## config.mk

```make
export PLATFORM = sky130hd
export DESIGN_NAME = mem_stage
export DESIGN_NICKNAME = d
export VERILOG_FILES = /design/src/rtl/mem_stage.sv
export SDC_FILE = /design/constraint.sdc
export NUM_CORES = 1
export LEC_CHECK = 0
export BUFFER_PORTS_ARGS = -buffer_cell sky130_fd_sc_hd__buf_2
export CAP_MARGIN = 10
export CORE_AREA = 2 2 103 125
export DETAILED_ROUTE_END_ITERATION = 12
export DIE_AREA = 0 0 105 127
export GPL_TIMING_DRIVEN = 0
export HOLD_SLACK_MARGIN = 0.02
export PLACE_DENSITY = 0.9
export SLEW_MARGIN = 25
export SYNTH_ARGS = -nofsm -noshare
export SYNTH_HDL_FRONTEND = slang
export SYNTH_SLANG_ARGS = --single-unit
```

## constraint.sdc

```tcl
create_clock -name clk -period 4.6 [get_ports clk]
set_input_delay 0.46 -clock clk [delete_from_list [all_inputs] [get_ports clk]]
set_output_delay 0.46 -clock clk [all_outputs]
set_load 0.05 [all_outputs]
```

## src/rtl/mem_stage.sv

```systemverilog
`default_nettype none
// ============================================================================
// Module   : mem_stage
// Purpose  : Pipeline MEM stage: waits for data_sram responses, aligns and
//            extends load data, drops stale responses after a flush.
// Revision : 1.0
// ============================================================================
module mem_stage (
  input  logic        clk,
  input  logic        resetn,
  input  logic        ex_to_mem_valid,
  output logic        mem_allowin,
  input  logic [31:0] ex_pc,
  input  logic        ex_res_from_mem,
  input  logic        ex_req_sent,
  input  logic        ex_rf_we,
  input  logic [4:0]  ex_rf_waddr,
  input  logic [31:0] ex_alu_result,
  input  logic [2:0]  ex_ld_op,
  input  logic        ex_excep_en,
  input  logic        data_sram_data_ok,
  input  logic [31:0] data_sram_rdata,
  input  logic        flush,
  input  logic        wb_allowin,
  output logic        mem_to_wb_valid,
  output logic [70:0] mem_to_wb_bus,
  output logic [38:0] mem_to_id_bus,
  output logic        mem_to_ex_bus
);

  localparam logic [1:0] c_cnt_max = 2'd2;

  logic        r_mem_valid;
  logic [31:0] r_pc;
  logic        r_res_from_mem;
  logic        r_req_sent;
  logic        r_rf_we;
  logic [4:0]  r_rf_waddr;
  logic [31:0] r_alu_result;
  logic [2:0]  r_ld_op;
  logic        r_excep_en;
  logic [1:0]  r_discard_cnt;
  logic        r_buf_valid;
  logic [31:0] r_buf_data;

  logic        w_wait;
  logic        w_ok_live;
  logic        w_ready_go;
  logic        w_handoff;
  logic        w_in_outstanding;
  logic        w_new_outstanding;
  logic        w_cnt_dec;
  logic [1:0]  w_cnt_inc;
  logic [2:0]  w_cnt_sum;
  logic [1:0]  w_cnt_next;
  logic [31:0] w_raw;
  logic [7:0]  w_byte;
  logic [15:0] w_half;
  logic [31:0] w_load_data;
  logic [31:0] w_final_result;
  logic        w_rf_we_out;
  logic        w_stall_load;

  assign w_wait    = r_mem_valid & r_req_sent & ~r_excep_en;
  // A response only counts when no stale responses are still owed.
  assign w_ok_live = data_sram_data_ok & (r_discard_cnt == 2'd0);
  assign w_ready_go = ~w_wait | w_ok_live | r_buf_valid;
  assign w_handoff  = r_mem_valid & w_ready_go & wb_allowin;

  assign mem_allowin     = ~r_mem_valid | (w_ready_go & wb_allowin);
  assign mem_to_wb_valid = r_mem_valid & w_ready_go & ~flush;

  // Requests whose responses will still arrive after a flush must be discarded.
  assign w_in_outstanding  = w_wait & ~r_buf_valid & ~w_ok_live;
  assign w_new_outstanding = ex_req_sent & ex_to_mem_valid;
  assign w_cnt_inc = flush ? ({1'b0, w_in_outstanding} + {1'b0, w_new_outstanding}) : 2'd0;
  assign w_cnt_dec = data_sram_data_ok & (r_discard_cnt != 2'd0);
  assign w_cnt_sum = {1'b0, r_discard_cnt} - {2'b00, w_cnt_dec} + {1'b0, w_cnt_inc};
  assign w_cnt_next = (w_cnt_sum > {1'b0, c_cnt_max}) ? c_cnt_max : w_cnt_sum[1:0];

  always_ff @(posedge clk or negedge resetn) begin
    if (!resetn) begin
      r_mem_valid <= 1'b0;
    end else if (flush) begin
      r_mem_valid <= 1'b0;
    end else if (mem_allowin) begin
      r_mem_valid <= ex_to_mem_valid;
    end
  end

  always_ff @(posedge clk or negedge resetn) begin
    if (!resetn) begin
      r_pc           <= 32'd0;
      r_res_from_mem <= 1'b0;
      r_req_sent     <= 1'b0;
      r_rf_we        <= 1'b0;
      r_rf_waddr     <= 5'd0;
      r_alu_result   <= 32'd0;
      r_ld_op        <= 3'd0;
      r_excep_en     <= 1'b0;
    end else if (ex_to_mem_valid & mem_allowin) begin
      r_pc           <= ex_pc;
      r_res_from_mem <= ex_res_from_mem;
      r_req_sent     <= ex_req_sent;
      r_rf_we        <= ex_rf_we;
      r_rf_waddr     <= ex_rf_waddr;
      r_alu_result   <= ex_alu_result;
      r_ld_op        <= ex_ld_op;
      r_excep_en     <= ex_excep_en;
    end
  end

  always_ff @(posedge clk or negedge resetn) begin
    if (!resetn) begin
      r_discard_cnt <= 2'd0;
    end else begin
      r_discard_cnt <= w_cnt_next;
    end
  end

  // Holds a response that arrived while WB was blocked, until handoff.
  always_ff @(posedge clk or negedge resetn) begin
    if (!resetn) begin
      r_buf_valid <= 1'b0;
      r_buf_data  <= 32'd0;
    end else if (flush | w_handoff) begin
      r_buf_valid <= 1'b0;
    end else if (w_wait & w_ok_live & ~wb_allowin & ~r_buf_valid) begin
      r_buf_valid <= 1'b1;
      r_buf_data  <= data_sram_rdata;
    end
  end

  assign w_raw  = r_buf_valid ? r_buf_data : data_sram_rdata;
  assign w_half = r_alu_result[1] ? w_raw[31:16] : w_raw[15:0];

  always_comb begin
    w_byte = w_raw[7:0];
    case (r_alu_result[1:0])
      2'd0:    w_byte = w_raw[7:0];
      2'd1:    w_byte = w_raw[15:8];
      2'd2:    w_byte = w_raw[23:16];
      default: w_byte = w_raw[31:24];
    endcase
  end

  // ld_op is {byte, half, unsigned}; neither size bit set means a word load.
  always_comb begin
    w_load_data = w_raw;
    if (r_ld_op[2]) begin
      w_load_data = {{24{~r_ld_op[0] & w_byte[7]}}, w_byte};
    end else if (r_ld_op[1]) begin
      w_load_data = {{16{~r_ld_op[0] & w_half[15]}}, w_half};
    end
  end

  assign w_final_result = r_res_from_mem ? w_load_data : r_alu_result;
  assign w_rf_we_out    = r_rf_we & r_mem_valid & ~r_excep_en;
  assign w_stall_load   = r_mem_valid & r_res_from_mem & ~w_ready_go;

  assign mem_to_wb_bus = {r_pc, w_rf_we_out, r_rf_waddr, w_final_result, r_excep_en};
  assign mem_to_id_bus = {w_rf_we_out, r_rf_waddr, w_final_result, w_stall_load};
  assign mem_to_ex_bus = r_excep_en & r_mem_valid;

endmodule
`default_nettype wire

```

After elaboration in Yosys (flattened, before gate mapping)
Index checks and enable logic that the tools add are counted.
- bitwise logic cells: 36
- mux-type cells: 12
- add/sub/neg operators: 3
- reduce and logical (&&, ||, !) cells: 6
- equality and inequality tests: 2
- magnitude comparators: 1
- operators by type and width (kind ; count):
    2-to-1 mux 32 bit ; 4
    one-hot mux 8 bit (3 select lines) ; 1
    bitwise AND 1 bit ; 22
    2-to-1 mux 16 bit ; 1
    NOT 1 bit ; 10
    nonzero test 2 bit ; 3
    logical NOT 2 bit ; 2
    2-to-1 mux 1 bit ; 4
    2-to-1 mux 2 bit ; 2
    OR 1 bit ; 4
    adder 3 x 2 -> 3 bit ; 1
    > comparator 3 x 2 -> 1 bit, second input constant ; 1
    subtractor 2 x 1 -> 3 bit ; 1
    adder 1 x 1 -> 2 bit ; 1
    equality test 2 x 1 -> 1 bit, second input constant ; 1
    equality test 2 bit, second input constant ; 1
    AND reduction 2 bit ; 1
- bits of input ports: 114
- output and inout bits: 113
- logic and storage cells: 72
- bits in registers: 112

Depth between registers and ports, before layout
- word-level depth: 10
- depth in mapped cells: 14
- mapped depth without buffers: 11

Worst setup path after synthesis
No wires, ideal clock.
- path kind: register to output
- from: reg r_buf_valid
- to: out mem_to_wb_bus[8]
- data required time: 4.140 ns
- arrival time: 2.408 ns
- cell stages (with the launch flop): 8
- buffers on the path: 4
- path slack: 1.732 ns
- path through: dfrtp_1 > buf_6 > buf_2 > buf_4 > mux4_2 > mux2i_1 > a21oi_1 > buf_4
- word-level cells in the longest chain between the ends: 5
- elaborated cells on any way between the ends: 6
- classes of those cells: mux: 6
- ends and longest elaborated chain (item ; RTL line ; source):
    start: declaration ; 43 ; logic r_buf_valid;
    start signal: assignment ; 124 ; r_buf_valid <= 1'b0;
    start signal: assignment ; 127 ; r_buf_valid <= 1'b0;
    start signal: assignment ; 129 ; r_buf_valid <= 1'b1;
    2-to-1 mux 32 bit * ; 134 ; assign w_raw = r_buf_valid ? r_buf_data : data_sram_rdata;
    2-to-1 mux 16 bit ; 135 ; assign w_half = r_alu_result[1] ? w_raw[31:16] : w_raw[15:0];
    2-to-1 mux 32 bit ; 152 ; end else if (r_ld_op[1]) begin
    2-to-1 mux 32 bit * ; 150 ; if (r_ld_op[2]) begin
    2-to-1 mux 32 bit * ; 157 ; assign w_final_result = r_res_from_mem ? w_load_data : r_alu_result;
    end: declaration ; 26 ; output logic [70:0] mem_to_wb_bus,
Every way passes the cells marked *; elsewhere a longest branch is shown, timed or not.

Worst setup path after layout
- from: reg r_buf_valid
- to: out mem_to_wb_bus[14]
- word-level cells in the longest chain between the ends: 5
- elaborated cells on any way between the ends: 7
- classes of those cells: mux: 6; bitwise: 1
- ends and longest elaborated chain (item ; RTL line):
    2-to-1 mux 32 bit * ; 134
    one-hot mux 8 bit (3 select lines) or 2-to-1 mux 16 bit (tied branches) ; 139, 135
    bitwise AND 1 bit or 2-to-1 mux 32 bit (tied branches) ; 151, 152
    2-to-1 mux 32 bit * ; 150
    2-to-1 mux 32 bit * ; 157
Marked as above.

==> flow_results.xml <==
<?xml version="1.0" encoding="UTF-8"?>
<metrics>
  <group name="placed_design">
    <metric name="placement.cell_area" unit="um2">7360</metric>
    <metric name="port_buffers" unit="">226</metric>
    <metric name="place.detailed.hpwl" unit="um">12700</metric>
    <metric name="gp_congestion" unit="">0.917</metric>
    <metric name="post-place-cells" unit="">865</metric>
    <metric name="place_worst_setup_slack" unit="ps">1490</metric>
  </group>
  <group name="sta">
    <metric name="worst_slew_margin_rel" unit="">0.586</metric>
    <metric name="whs" unit="ps">325</metric>
    <metric name="tightest_slew" unit="ps">621</metric>
    <metric name="report.final.slew_viol_count" unit="">0</metric>
    <metric name="rsz0062_at_grt" unit="">no</metric>
    <metric name="report.final.setup_viol" unit="">0</metric>
    <metric name="tns" unit="ps">0</metric>
    <metric name="final.setup_skew" unit="ps">8.79</metric>
    <metric name="final_min_period_over_clock_period" unit="">0.708</metric>
    <metric name="timing.final.crit_period" unit="ps">3260</metric>
    <metric name="finalWorstSetupSlack" unit="ps">1340</metric>
    <metric name="count_of_final_hold_check_violations" unit="">0</metric>
    <metric name="achievable-frequency" unit="MHz">307</metric>
  </group>
  <group name="logic_synthesis">
    <metric name="synthDominantCellAreaShare" unit="">0.468</metric>
    <metric name="synthesized_nets" unit="">596</metric>
    <metric name="synth_edf_count" unit="">0</metric>
    <metric name="syn_area" unit="um2">5990</metric>
    <metric name="ys_seq_area_frac" unit="">0.468</metric>
    <metric name="syn-mean-instance-area" unit="um2">12.6</metric>
    <metric name="synth_warnings" unit="">0</metric>
    <metric name="post_synth_num_cell_types" unit="">40</metric>
    <metric name="synth_area_leader_cell" unit="">dfrtp_1</metric>
    <metric name="synth_top_cells_by_area" unit="">dfrtp_1, mux2_2, buf_4</metric>
    <metric name="synthCells" unit="">477</metric>
    <metric name="ys_ff_latch" unit="">112</metric>
    <metric name="yosys_most_used_dff" unit="">dfrtp_1</metric>
    <metric name="post-synth-top-count-cell" unit="">mux2_2</metric>
    <metric name="synthTopCellsByCount" unit="">mux2_2, dfrtp_1, buf_4</metric>
    <metric name="synth-async-reset-ratio" unit="">1.00</metric>
  </group>
  <group name="die">
    <metric name="die_x" unit="um">105</metric>
    <metric name="io_pins" unit="">227</metric>
    <metric name="fp.coreArea" unit="um2">12000</metric>
    <metric name="core.rowCount" unit="">44</metric>
    <metric name="start_util" unit="">0.499</metric>
    <metric name="dieArea" unit="um2">13300</metric>
    <metric name="fp.dieH" unit="um">127</metric>
  </group>
  <group name="min_path">
    <metric name="holdPathStages" unit="">2</metric>
    <metric name="timing.hold.worst.class" unit="">in2reg</metric>
  </group>
  <group name="setup_path">
    <metric name="cp_startpoint_kind" unit="">flip-flop</metric>
    <metric name="reg2reg_depth" unit="">14</metric>
    <metric name="criticalPathCategory" unit="">reg2out</metric>
    <metric name="cp_data_required_time" unit="ps">4140</metric>
    <metric name="cp_max_fo" unit="">10</metric>
    <metric name="critical_path_arrival" unit="ps">2800</metric>
    <metric name="endpoint_kind" unit="">primary output</metric>
  </group>
  <group name="global_route">
    <metric name="first_global_vias" unit="">4899</metric>
    <metric name="largest_net_degree_at_the_start_of_global_routing" unit="">76</metric>
    <metric name="grt_pass1_wl" unit="um">25300</metric>
    <metric name="globalRoute.totalOverflow" unit="">0</metric>
    <metric name="antenna_violations_before_repair" unit="">2</metric>
    <metric name="grtUsageTotal" unit="">0.246</metric>
  </group>
  <group name="final_layout">
    <metric name="design_area" unit="um2">7670</metric>
    <metric name="finish.cell_count_without_fillers" unit="">883</metric>
    <metric name="flow.area_growth_from_synthesis" unit="%">28.0</metric>
    <metric name="nNetsFinal" unit="">835</metric>
    <metric name="final_core_utilization" unit="">0.639</metric>
    <metric name="filler_cell_count" unit="">1013</metric>
    <metric name="layout-drive-gt1-share" unit="">0.624</metric>
  </group>
  <group name="status">
    <metric name="run_status" unit="">finished, final reports clean</metric>
  </group>
  <group name="clock_network">
    <metric name="clock_sink_count" unit="">112</metric>
    <metric name="max-clock-path-buffers" unit="">2</metric>
    <metric name="clock_transition_at_the_register_clock_pins_on_the_worst_setup_and_hold_paths_after_cts" unit="ps">70</metric>
    <metric name="clockRootBuffer" unit="">clkbuf_16</metric>
    <metric name="cts_setup_buffers" unit="">0</metric>
    <metric name="worst_skew_pair.late_latency" unit="ps">350</metric>
    <metric name="numCtsBuffers" unit="">9</metric>
    <metric name="htreeDepth" unit="">3</metric>
    <metric name="clock_tree_from_tritoncts" unit="">built</metric>
  </group>
  <group name="power_and_ir_drop">
    <metric name="totalPowerFinal" unit="mW">3.94</metric>
    <metric name="power.static_leakage" unit="nW">3.81</metric>
    <metric name="vdd_drop_max" unit="mV">0.261</metric>
    <metric name="cellPowerDensity" unit="nW/um2">514</metric>
  </group>
  <group name="drt">
    <metric name="detailedRoute.firstIterationViolations" unit="">225</metric>
    <metric name="drt_pass1_iterations" unit="">4</metric>
    <metric name="via_count" unit="">4735</metric>
    <metric name="drt_drc_violations_left" unit="">0</metric>
    <metric name="via_per_inst" unit="">5.36</metric>
    <metric name="wl_per_cell" unit="um">18.3</metric>
    <metric name="wl" unit="um">16200</metric>
    <metric name="route.antenna.remaining_nets" unit="">0</metric>
  </group>
  <group name="flow_run">
    <metric name="cap_viol_max_count" unit="">0</metric>
  </group>
</metrics>
## power by group
group	internal, mW	leakage (nW)	switching, mW	total [mW]
clock	0.385	0.147	0.390	0.775
sequential	1.15	1.38	0.100	1.25
combinational	0.607	2.29	1.31	1.92
## registers in the layout, indices dropped and copies added, names as in the netlist
signal,flops
r_res_from_mem,1
r_alu_result,32
r_rf_we,1
r_discard_cnt,2
r_rf_waddr,5
r_req_sent,1
r_excep_en,1
r_mem_valid,1
r_buf_valid,1
r_ld_op,3
r_buf_data,32
r_pc,32
## routing by layer
metal  routed length, um  GRT usage  vias to the layer above
li1                    -          -                     2157
met1                6060      0.289                     2334
met2                8530      0.434                      213
met3                1140     0.0587                       29
met4                 461     0.0957                        2
met5                  13          0                        -
## worst max-delay path, cell delays in order, from the launching register on
cell	delay (ps)
dfrtp_1	340
buf_6	140
buf_2	280
buf_4	280
buf_4	250
mux2i_1	300
a21oi_1	130
a221o_1	370
buf_4	140
buf_2	200
## cells by family (layout without fill, tap and decap cells)
kind of cell,Yosys count,in the layout,synth area share
muxes,159,159,0.313
xor gates and xnor gates,1,1,0.00146
buffers and inverters,82,326,0.0842
adders and majority gates,5,5,0.0117
other,0,1,0
DFF,112,112,0.468
and+or+nand+nor,66,66,0.0518
AOI/OAI and AO/OA,52,52,0.0704
## worst paths after layout
path / from / endpoint / slack (ps)
setup / recovery: r_buf_valid / mem_to_wb_bus[14] / 1340
hold / removal: wb_allowin / r_buf_valid / 320
setup reg to reg: r_buf_valid / r_discard_cnt[0] / 1490
hold reg to reg: r_pc[22] / r_pc[22] / 500
max in group asynchronous: resetn / r_alu_result[17] / 3360
min in group asynchronous: resetn / r_pc[31] / 570
## cell type report
cell class | count | area [um2] | area share
Clock inverter | 7 | 73.8 | 0.00963
Sequential cell | 112 | 2800 | 0.365
Multi-Input combinational cell | 283 | 2680 | 0.350
Antenna cell | 1 | 2.50 | 0.000326
Inverter | 10 | 37.5 | 0.00489
Tap cell | 161 | 201 | 0.0263
Buffer | 72 | 467 | 0.0609
Timing Repair Buffer | 228 | 1170 | 0.153
Clock buffer | 9 | 225 | 0.0294
## placed cells by master (no fill, tap or decap), types with 2 or more instances in the layout
| master | Yosys | layout |
|---|---|---|
| dfrtp_1 | 112 | 112 |
| a211oi_1 | 7 | 7 |
| a21oi_1 | 10 | 10 |
| and2_1 | 3 | 3 |
| mux2i_1 | 18 | 18 |
| nor2_1 | 19 | 19 |
| mux2_2 | 129 | 129 |
| a221o_1 | 7 | 7 |
| nor2b_1 | 2 | 2 |
| clkinv_4 | 0 | 3 |
| nand2_1 | 23 | 23 |
| mux4_2 | 9 | 9 |
| clkbuf_1 | 12 | 12 |
| nand3b_1 | 2 | 2 |
| buf_6 | 2 | 3 |
| clkbuf_16 | 0 | 9 |
| mux2_1 | 2 | 2 |
| a22oi_1 | 16 | 16 |
| buf_4 | 44 | 44 |
| buf_2 | 13 | 238 |
| inv_8 | 0 | 2 |
| ha_1 | 4 | 4 |
| inv_1 | 10 | 10 |
| nor3_1 | 8 | 8 |
| nand2b_1 | 2 | 2 |
| o221a_2 | 6 | 6 |
## what timing repair did
| item | in CTS | in global routing |
|---|---|---|
| hold buffers | 1 | 0 |
| gates resized for setup | 0 | 0 |
| endpoints found under the hold margin | 37 | 0 |
Power figures use the tool's default switching activity.
